==> src/rtl/restoring_div_nbit.sv <==
// restoring_div_nbit: sequential unsigned restoring divider, one quotient bit per clock
// start/busy/done handshake; divide-by-zero completes immediately with all-ones quotient
module restoring_div_nbit #(
   parameter int N = 4
) (
   input  logic         clk,
   input  logic         rst_n,
   input  logic         start,
   input  logic [N-1:0] dividend,
   input  logic [N-1:0] divisor,
   output logic         busy,
   output logic         done,
   output logic [N-1:0] quotient,
   output logic [N-1:0] remainder,
   output logic         div_by_zero
);
   localparam int CW = $clog2(N);
   typedef enum logic [1:0] {IDLE, RUN, FIN} state_t;
   state_t state, state_nx;
   logic [N-1:0] r, q, d, nr, nq;
   logic [N:0] t;
   logic [CW-1:0] cnt;
   logic accept, last;
   always_comb begin
      accept = start && state != RUN;
      last = cnt == '0;
      t = {r, q[N-1]} - {1'b0, d};
      nr = t[N] ? {r[N-2:0], q[N-1]} : t[N-1:0];
      nq = {q[N-2:0], ~t[N]};
      state_nx = accept ? (divisor == '0 ? FIN : RUN) : IDLE;
      if (state == RUN)
         state_nx = last ? FIN : RUN;
      busy = state == RUN;
      done = state == FIN;
   end
   always_ff @(posedge clk or negedge rst_n)
      if (!rst_n)
         state <= IDLE;
      else
         state <= state_nx;
   // the partial remainder always stays below the divisor, so N bits hold it
   always_ff @(posedge clk or negedge rst_n)
      if (!rst_n) begin
         r <= '0;
         q <= '0;
         d <= '0;
         cnt <= '0;
         quotient <= '0;
         remainder <= '0;
         div_by_zero <= 1'b0;
      end else if (accept) begin
         if (divisor == '0) begin
            quotient <= '1;
            remainder <= dividend;
            div_by_zero <= 1'b1;
         end else begin
            r <= '0;
            q <= dividend;
            d <= divisor;
            cnt <= CW'(N - 1);
         end
      end else if (state == RUN) begin
         r <= nr;
         q <= nq;
         cnt <= cnt - CW'(1);
         if (last) begin
            quotient <= nq;
            remainder <= nr;
            div_by_zero <= 1'b0;
         end
      end
endmodule

==> config.mk <==
export PLATFORM = sky130hd
export DESIGN_NAME = restoring_div_nbit
export DESIGN_NICKNAME = d
export VERILOG_FILES = /design/src/rtl/restoring_div_nbit.sv
export SDC_FILE = /design/constraint.sdc
export NUM_CORES = 1
export LEC_CHECK = 0
export CORE_MARGIN = 2
export CORE_UTILIZATION = 50
export CTS_BUF_LIST = sky130_fd_sc_hd__clkbuf_8
export DETAILED_ROUTE_END_ITERATION = 8
export GPL_ROUTABILITY_DRIVEN = 0
export PLACE_DENSITY_LB_ADDON = 0.1
export SYNTH_ARGS = -nofsm -noshare
export SYNTH_HDL_FRONTEND = slang
export SYNTH_SLANG_ARGS = --single-unit
==> constraint.sdc <==
create_clock -name clk -period 7 [get_ports clk]
set_input_delay 0.7 -clock clk [delete_from_list [all_inputs] [get_ports clk]]
set_output_delay 0.7 -clock clk [all_outputs]
set_load 0.01 [all_outputs]
Word level (Yosys, flattened, before mapping):

Cells that the tools add are included.

* output and inout bits: 11
* bits of input ports: 11
* bits in registers: 25
* word-level logic and storage cells: 51

* $add $sub $neg: 2
* bitwise gates (word level): 2
* reductions and logical operators: 8
* equality and inequality tests: 5
* multiplexer cells: 26

Operator list (count)
* 4-bit two-way mux: 15
* 2-bit two-way mux: 7
* 5-bit by 4-bit subtractor with 5-bit output: 1
* 4-bit zero test: 1
* 1-bit two-way mux: 4
* 2-bit by 1-bit inequality test with 1-bit output (second input constant): 2
* 2-bit AND reduction: 2
* 2-bit nonzero test: 2
* 3-bit AND reduction: 1
* 2-bit by 1-bit equality test with 1-bit output (second input constant): 1
* 2-bit equality test (second input constant): 1
* 2-bit zero test: 1
* 2-bit inequality test (second input constant): 1
* 1-bit NOT: 2
* 2-bit by 1-bit subtractor with 2-bit output (second input constant): 1
* 1-bit logical AND: 1

Longest topological paths before layout:

Gate-level depths: netlist (run 1).

* depth in word-level cells: 5
* mapped depth: 8
* gate-level depth less buffers: 8

Worst setup path after synthesis (run 1):

Ideal clock, no wire load.

* path kind: register -> register
* start: reg q[3]
* end: reg remainder[3]
* period minus slack after synthesis: 2209 ps
* data required time: 6857 ps
* data arrival time: 2066 ps
* buffers on the path: 0
* setup time: 143 ps
* path slack: 4791 ps
* cell stages (with the launch flop): 9
* cells stage by stage: dfrtp_1 inv_1 ha_1 fa_1 nand2b_2 a21oi_4 xor2_4 a2111oi_0 o22ai_1

* longest elaborated chain between the ends: 5

Ends and longest elaborated chain
* start, declared: line 20 `logic [N-1:0] r, q, d, nr, nq;`
* start signal, assigned: line 58 `q <= dividend;`
* start signal, assigned: line 64 `q <= nq;`
* 5-bit by 4-bit subtractor with 5-bit output: line 27 `t = {r, q[N-1]} - {1'b0, d};`
* 4-bit two-way mux: line 28 `nr = t[N] ? {r[N-2:0], q[N-1]} : t[N-1:0];`
* 4-bit two-way mux: line 66 `if (last) begin`
* 4-bit two-way mux: line 62 `end else if (state == RUN) begin`
* 4-bit two-way mux: line 51 `end else if (accept) begin`
* end signal, assigned: line 54 `remainder <= dividend;`
* end signal, assigned: line 68 `remainder <= nr;`
* end, declared: line 14 `output logic [N-1:0] remainder,`

No other way between the ends. The select of a mux whose other input is x is not followed.
A chain may end at the register's enable or synchronous reset.

Worst setup path in the final report (run 1):

* start: reg q[3]
* end: reg remainder[2]

Same word-level chain as after synthesis.

==> results of run 1 <==
## where the power goes
part	switching (mW)	internal (mW)
combinational	0.282	0.243
clock	0.0431	0.0392
sequential	0.0508	0.216
## metrics by stage
step,instances,hold WS (ns),setup WS [ns],area [um2],total power [mW]
2_1_floorplan,129,0.404,4.79,1350,0.648
3_3_place_gp,175,0.471,4.44,1570,0.779
3_5_place_dp,175,0.476,4.42,1570,0.793
4_1_cts,179,0.496,4.54,1610,0.881
5_1_grt,179,0.510,4.30,1610,0.946
6_report,179,0.492,4.55,1610,0.874
## cell type report
type                       count  area [um2]
timing repair buffer          21         210
tap                           30        37.5
fill                         208         911
clock inverter                 1        3.75
inverter                       9        33.8
multi-input combinational     90         659
clock buffer                   3        41.3
sequential                    25         626
## cells by family after synthesis
group,after synthesis,synth area share (%)
simple gates,40,15.0
compound gates,35,19.9
flops,25,46.3
buf+inv,14,4.91
mux,6,4.44
fa+ha+maj,6,6.11
xor+xnor,3,3.33
## synth_stat cells (all sizes together)
cell type,count,area (um2)
a22o,6,52.6
nor3b,1,7.51
a21o,1,7.51
and3,3,20.0
dfrtp,25,626
o22ai,1,6.26
clkbuf,1,3.75
o22a,2,17.5
xnor2,1,8.76
a31oi,1,6.26
ha,5,62.6
a21oi,5,47.5
xor2,2,36.3
nor4b,2,17.5
a211o,1,8.76
nor3,4,20.0
inv,9,33.8
or4,1,11.3
a211oi,1,7.51
mux2i,6,60.1
a22oi,1,7.51
o21a,1,7.51
nand2b,2,15.0
and2,1,6.26
nor2,11,41.3
buf,4,28.8
o21ai,11,58.8
a21boi,1,7.51
nand2,12,45.0
a41oi,2,25.0
nor4,2,12.5
nor2b,1,6.26
fa,1,20.0
a2111oi,1,8.76
## critical path: stages (launching register included)
cell      delay, ns
dfrtp_1        0.36
inv_1          0.07
ha_1           0.22
fa_1           0.40
nand2b_2       0.21
a21oi_4        0.30
xor2_4         0.28
mux2i_1        0.34
a31oi_1        0.14
## placed cells by master, fill, tap and decap left out, types with 3 or more instances in the layout
master,instances
dfrtp_1,25
clkdlybuf4s50_1,21
nand2_1,12
nor2_1,11
inv_1,9
mux2i_1,6
o21ai_1,6
a22o_1,6
ha_1,5
nor3_1,4
o21ai_0,4
a21oi_1,3
clkbuf_8,3
## state kept, by name, indices dropped and copies added (netlist names)
signal and flops:
d 4, cnt 2, state 2, quotient 4
r 4, div_by_zero 1, remainder 4, q 4
## path summary, 6_finish.rpt
kind | start | to | slack, ns | cells after the start
min in group asynchronous | rst_n | q[0] | 1.02 | 1
worst max register to register | q[3] | remainder[2] | 4.55 | 8
worst min register to register | quotient[3] | quotient[3] | 0.49 | 1
max in group asynchronous | rst_n | cnt[1] | 5.32 | 1
worst min-delay path | quotient[3] | quotient[3] | 0.49 | 1
worst max-delay path | q[3] | remainder[2] | 4.55 | 8
## routing by layer
metal / up-vias / track usage (%) / wire [um]
met3: 4 / 3.49 / 105
met1: 493 / 26.1 / 1290
met5: - / 0 / 0
met2: 29 / 30.8 / 1310
li1: 502 / - / -
met4: 0 / 8.16 / 47
==> results_dict.tcl, run 1 <==
set metrics [dict create \
    start_util_pct 53.6 \
    power.leakage_nw 0.691 \
    yosysUniqueCellTypes 44 \
    drive_gt1_share_pct 8.05 \
    syn_to_final_growth_pct 19.3 \
    die_area_um2 3130 \
    final_hold_viol_count 0 \
    setup_viol 0 \
    drt-wirelength-per-cell_um 15.4 \
    ios 22 \
    endpoint_kind "register" \
    syn-num-nets 146 \
    fmax_ghz 0.408 \
    post-route-period-util_pct 35.0 \
    hpwl_mm 2.03 \
    clk_latency_ns 0.26 \
    clockRootBuffer "clkbuf_8" \
    post_cts_resize_count 0 \
    totalWireLength_mm 2.75 \
    cellPowerDensity_nw_per_um2 542 \
    post-route-util_pct 63.9 \
    postCtsHoldBufs 0 \
    grt_usage_pct 19.4 \
    dr.pass1.iters 4 \
    skew_ns 0.00324 \
    post_cts_buffers 0 \
    start_kind "register" \
    antenna_found_initial 0 \
    cap_violations 0 \
    rsz0062_at_grt "false" \
    vias 1028 \
    synthesis.area_um2 1350 \
    drc 0 \
    yosysSeqAreaShare_pct 46.3 \
    htreeDepth 1 \
    synth_seq_cells 25 \
    slew_violations 0 \
    finalNetCount 167 \
    crit_required_ns 7.14 \
    design.core.area_um2 2520 \
    cts.sinks 25 \
    tightestPinTransition_ns 1.10 \
    die_h_um 56.0 \
    cts_tree "done" \
    viasPerCell 5.74 \
    ant_nets 0 \
    finalSetupTns_ns 0 \
    syn_avg_cell_area_um2 10.5 \
    max-slew-margin-rel_pct 26.4 \
    arrival_ns 2.59 \
    clockBufferDepth 2 \
    yosysWarnings 0 \
    cts.clk_slew.worst_paths_ns 0.08 \
    diodes 0 \
    grt_pass1_vias 1007 \
    peakVddDrop_v 0.000340 \
    grt_max_degree 26 \
    globalRouteOverflowTotal 0 \
    first_iter_violations 26 \
    period_needed_ns 2.45 \
    grt_pass1_wl_mm 4.76 \
    cts-buffers-inserted 3 \
    crit_fanout 9 \
    port-buffer-count 21 \
    path_class "reg -> reg" \
    fp.dieW_um 56.0 \
    rows 18 \
    syn_inst 129 \
    min_path_type "reg -> reg" \
    status "finished, final reports clean" \
]
No activity file was read; power rests on OpenSTA's default activity.
==> run 2: changes to the inputs <==
- CORE_UTILIZATION: 50 -> 49
- clock period: 7 -> 2 ns (I/O delays scaled with it)
==> run 2 against run 1 <==
Against the previous run:
- the run now ends with negative setup slack left
- largest power group unchanged
- critical path type unchanged
- sequential power grew to 3.5 times the previous value
- clock power grew to 3.6 times the previous value
- die area grew 1.9%
==> results_dict.tcl, run 2 (synthesized netlist as in run 1, its figures left out) <==
set metrics [dict create \
    status "finished, violations left" \
    viasPerCell 5.50 \
    hold_slack_ns 0.296 \
    min_path_type "in -> async" \
    cts-buffers-inserted 3 \
    cts.clk_slew.worst_paths_ns 0.09 \
    tightestPinTransition_ns 0.517 \
    critPathBufInv 0 \
    grt_max_degree 26 \
    post-route-util_pct 68.1 \
    dr.pass1.iters 4 \
    fin_ws_ns -0.144 \
    arrival_ns 2.28 \
    layout_common_cells "dfrtp_1 (25), clkdlybuf4s50_1 (21), buf_4 (21)" \
    start_kind "register" \
    globalRouteOverflowTotal 0 \
    design.core.area_um2 2690 \
    start_util_pct 50.3 \
    path_class "reg -> reg" \
    crit_required_ns 2.14 \
    violations "negative setup slack" \
    endpoint_kind "register" \
    crit_chain "ha_4 > fa_2 > nand2b_4 > a21oi_4 > xor2_4 > mux2i_2 > a31oi_1" \
    antenna_found_initial 0 \
    htreeDepth 1 \
    rrSetupSlack_ns -0.14 \
    rsz0062_at_grt "true" \
    cap_violations 0 \
    drive_gt1_share_pct 24.4 \
    die_h_um 56.5 \
    skew_ns 0.00799 \
    grt_pass1_vias 1120 \
    final_hold_viol_count 0 \
    rows 19 \
    clockRootBuffer "clkbuf_8" \
    max-slew-margin-rel_pct 65.5 \
    drt-wirelength-per-cell_um 15.4 \
    cts_tree "done" \
    totalWireLength_mm 3.13 \
    clk_latency_ns 0.27 \
    fmax_ghz 0.466 \
    setup_viol 9 \
    diodes 0 \
    port-buffer-count 21 \
    grt_usage_pct 21.1 \
    first_iter_violations 24 \
    cellPowerDensity_nw_per_um2 2080 \
    crit_fanout 6 \
    critPathSlowestCell "dfrtp_1" \
    period_needed_ns 2.14 \
    power.leakage_nw 0.811 \
    final_common_cell "dfrtp_1" \
    fp.dieW_um 56.5 \
    finalNetCount 190 \
    cts.sinks 25 \
    rr_worst_depth 7 \
    post-route-period-util_pct 107 \
    ant_nets 0 \
    r2r_end "remainder[2]" \
    grt_pass1_wl_mm 5.15 \
    die_area_um2 3190 \
    vias 1116 \
    peakVddDrop_v 0.00149 \
    syn_to_final_growth_pct 35.4 \
    rr_startpoint "d[0]" \
    hpwl_mm 2.33 \
    ios 22 \
    slew_violations 0 \
    drc 0 \
    clockBufferDepth 2 \
    crit_path_max_incr_delay_ns 0.42 \
    crit_family "adder cells" \
]
-- run 2: metal layers --
metal  global-route usage (%)  vias to the layer above  routed length (um)
met5                        0                        -                   0
met4                     10.2                        0                  59
met3                     3.23                        6                  82
met2                     33.1                       21                1550
met1                     28.6                      541                1450
li1                         -                      548                   -
-- run 2: final cells by class --
class | instances | area [um2]
timing repair buffer | 44 | 390
tap | 31 | 38.8
clock inverter | 1 | 5.00
sequential | 25 | 626
inverter | 9 | 33.8
fill | 212 | 857
multi-input combinational | 90 | 694
clock buffer | 3 | 41.3
-- run 2: worst max path at each step --
stage / start / cells past startpoint / slack (ns) / end
after floorplan: d[0] / 7 / -0.07 / remainder[2]
after global placement: d[0] / 7 / -0.05 / remainder[2]
after detailed placement: d[0] / 7 / -0.19 / remainder[2]
after CTS: d[0] / 7 / -0.09 / remainder[2]
after global routing: d[0] / 8 / -0.22 / r[0]
final: d[0] / 7 / -0.14 / remainder[2]
-- run 2: per-stage QoR --
step	instances	TNS [ns]	instance area (um2)	total power, mW	setup slack, ns
4_1_cts	200	-0.281	1800	3.69	-0.0905
6_report	203	-0.755	1830	3.81	-0.144
3_5_place_dp	191	-0.692	1710	3.16	-0.193
2_1_floorplan	129	-0.185	1380	2.38	-0.0693
3_3_place_gp	191	-0.145	1710	3.08	-0.0470
5_1_grt	203	-1.58	1830	4.09	-0.220
-- run 2: repair_timing --
item,CTS,global route
setup buffers,5,3
gates resized for setup,2,3
hold buffers,0,0
pin swaps,6,5
setup endpoints to repair,8,10
-- run 2: worst reg2reg max path: cells and delay by family, from the launching register on --
| family | cells | cell delay (ns) |
|---|---|---|
| and+or+nand+nor | 1 | 0.16 |
| DFF | 1 | 0.42 |
| adders and majority gates | 2 | 0.52 |
| AOI/OAI and AO/OA | 2 | 0.35 |
| muxes | 1 | 0.30 |
| xor gates and xnor gates | 1 | 0.28 |
-- run 2: power breakdown --
group          switching (mW)  internal, mW  leakage [nW]
combinational            1.20          1.38         0.486
sequential              0.171         0.756         0.300
clock                   0.159         0.139        0.0255
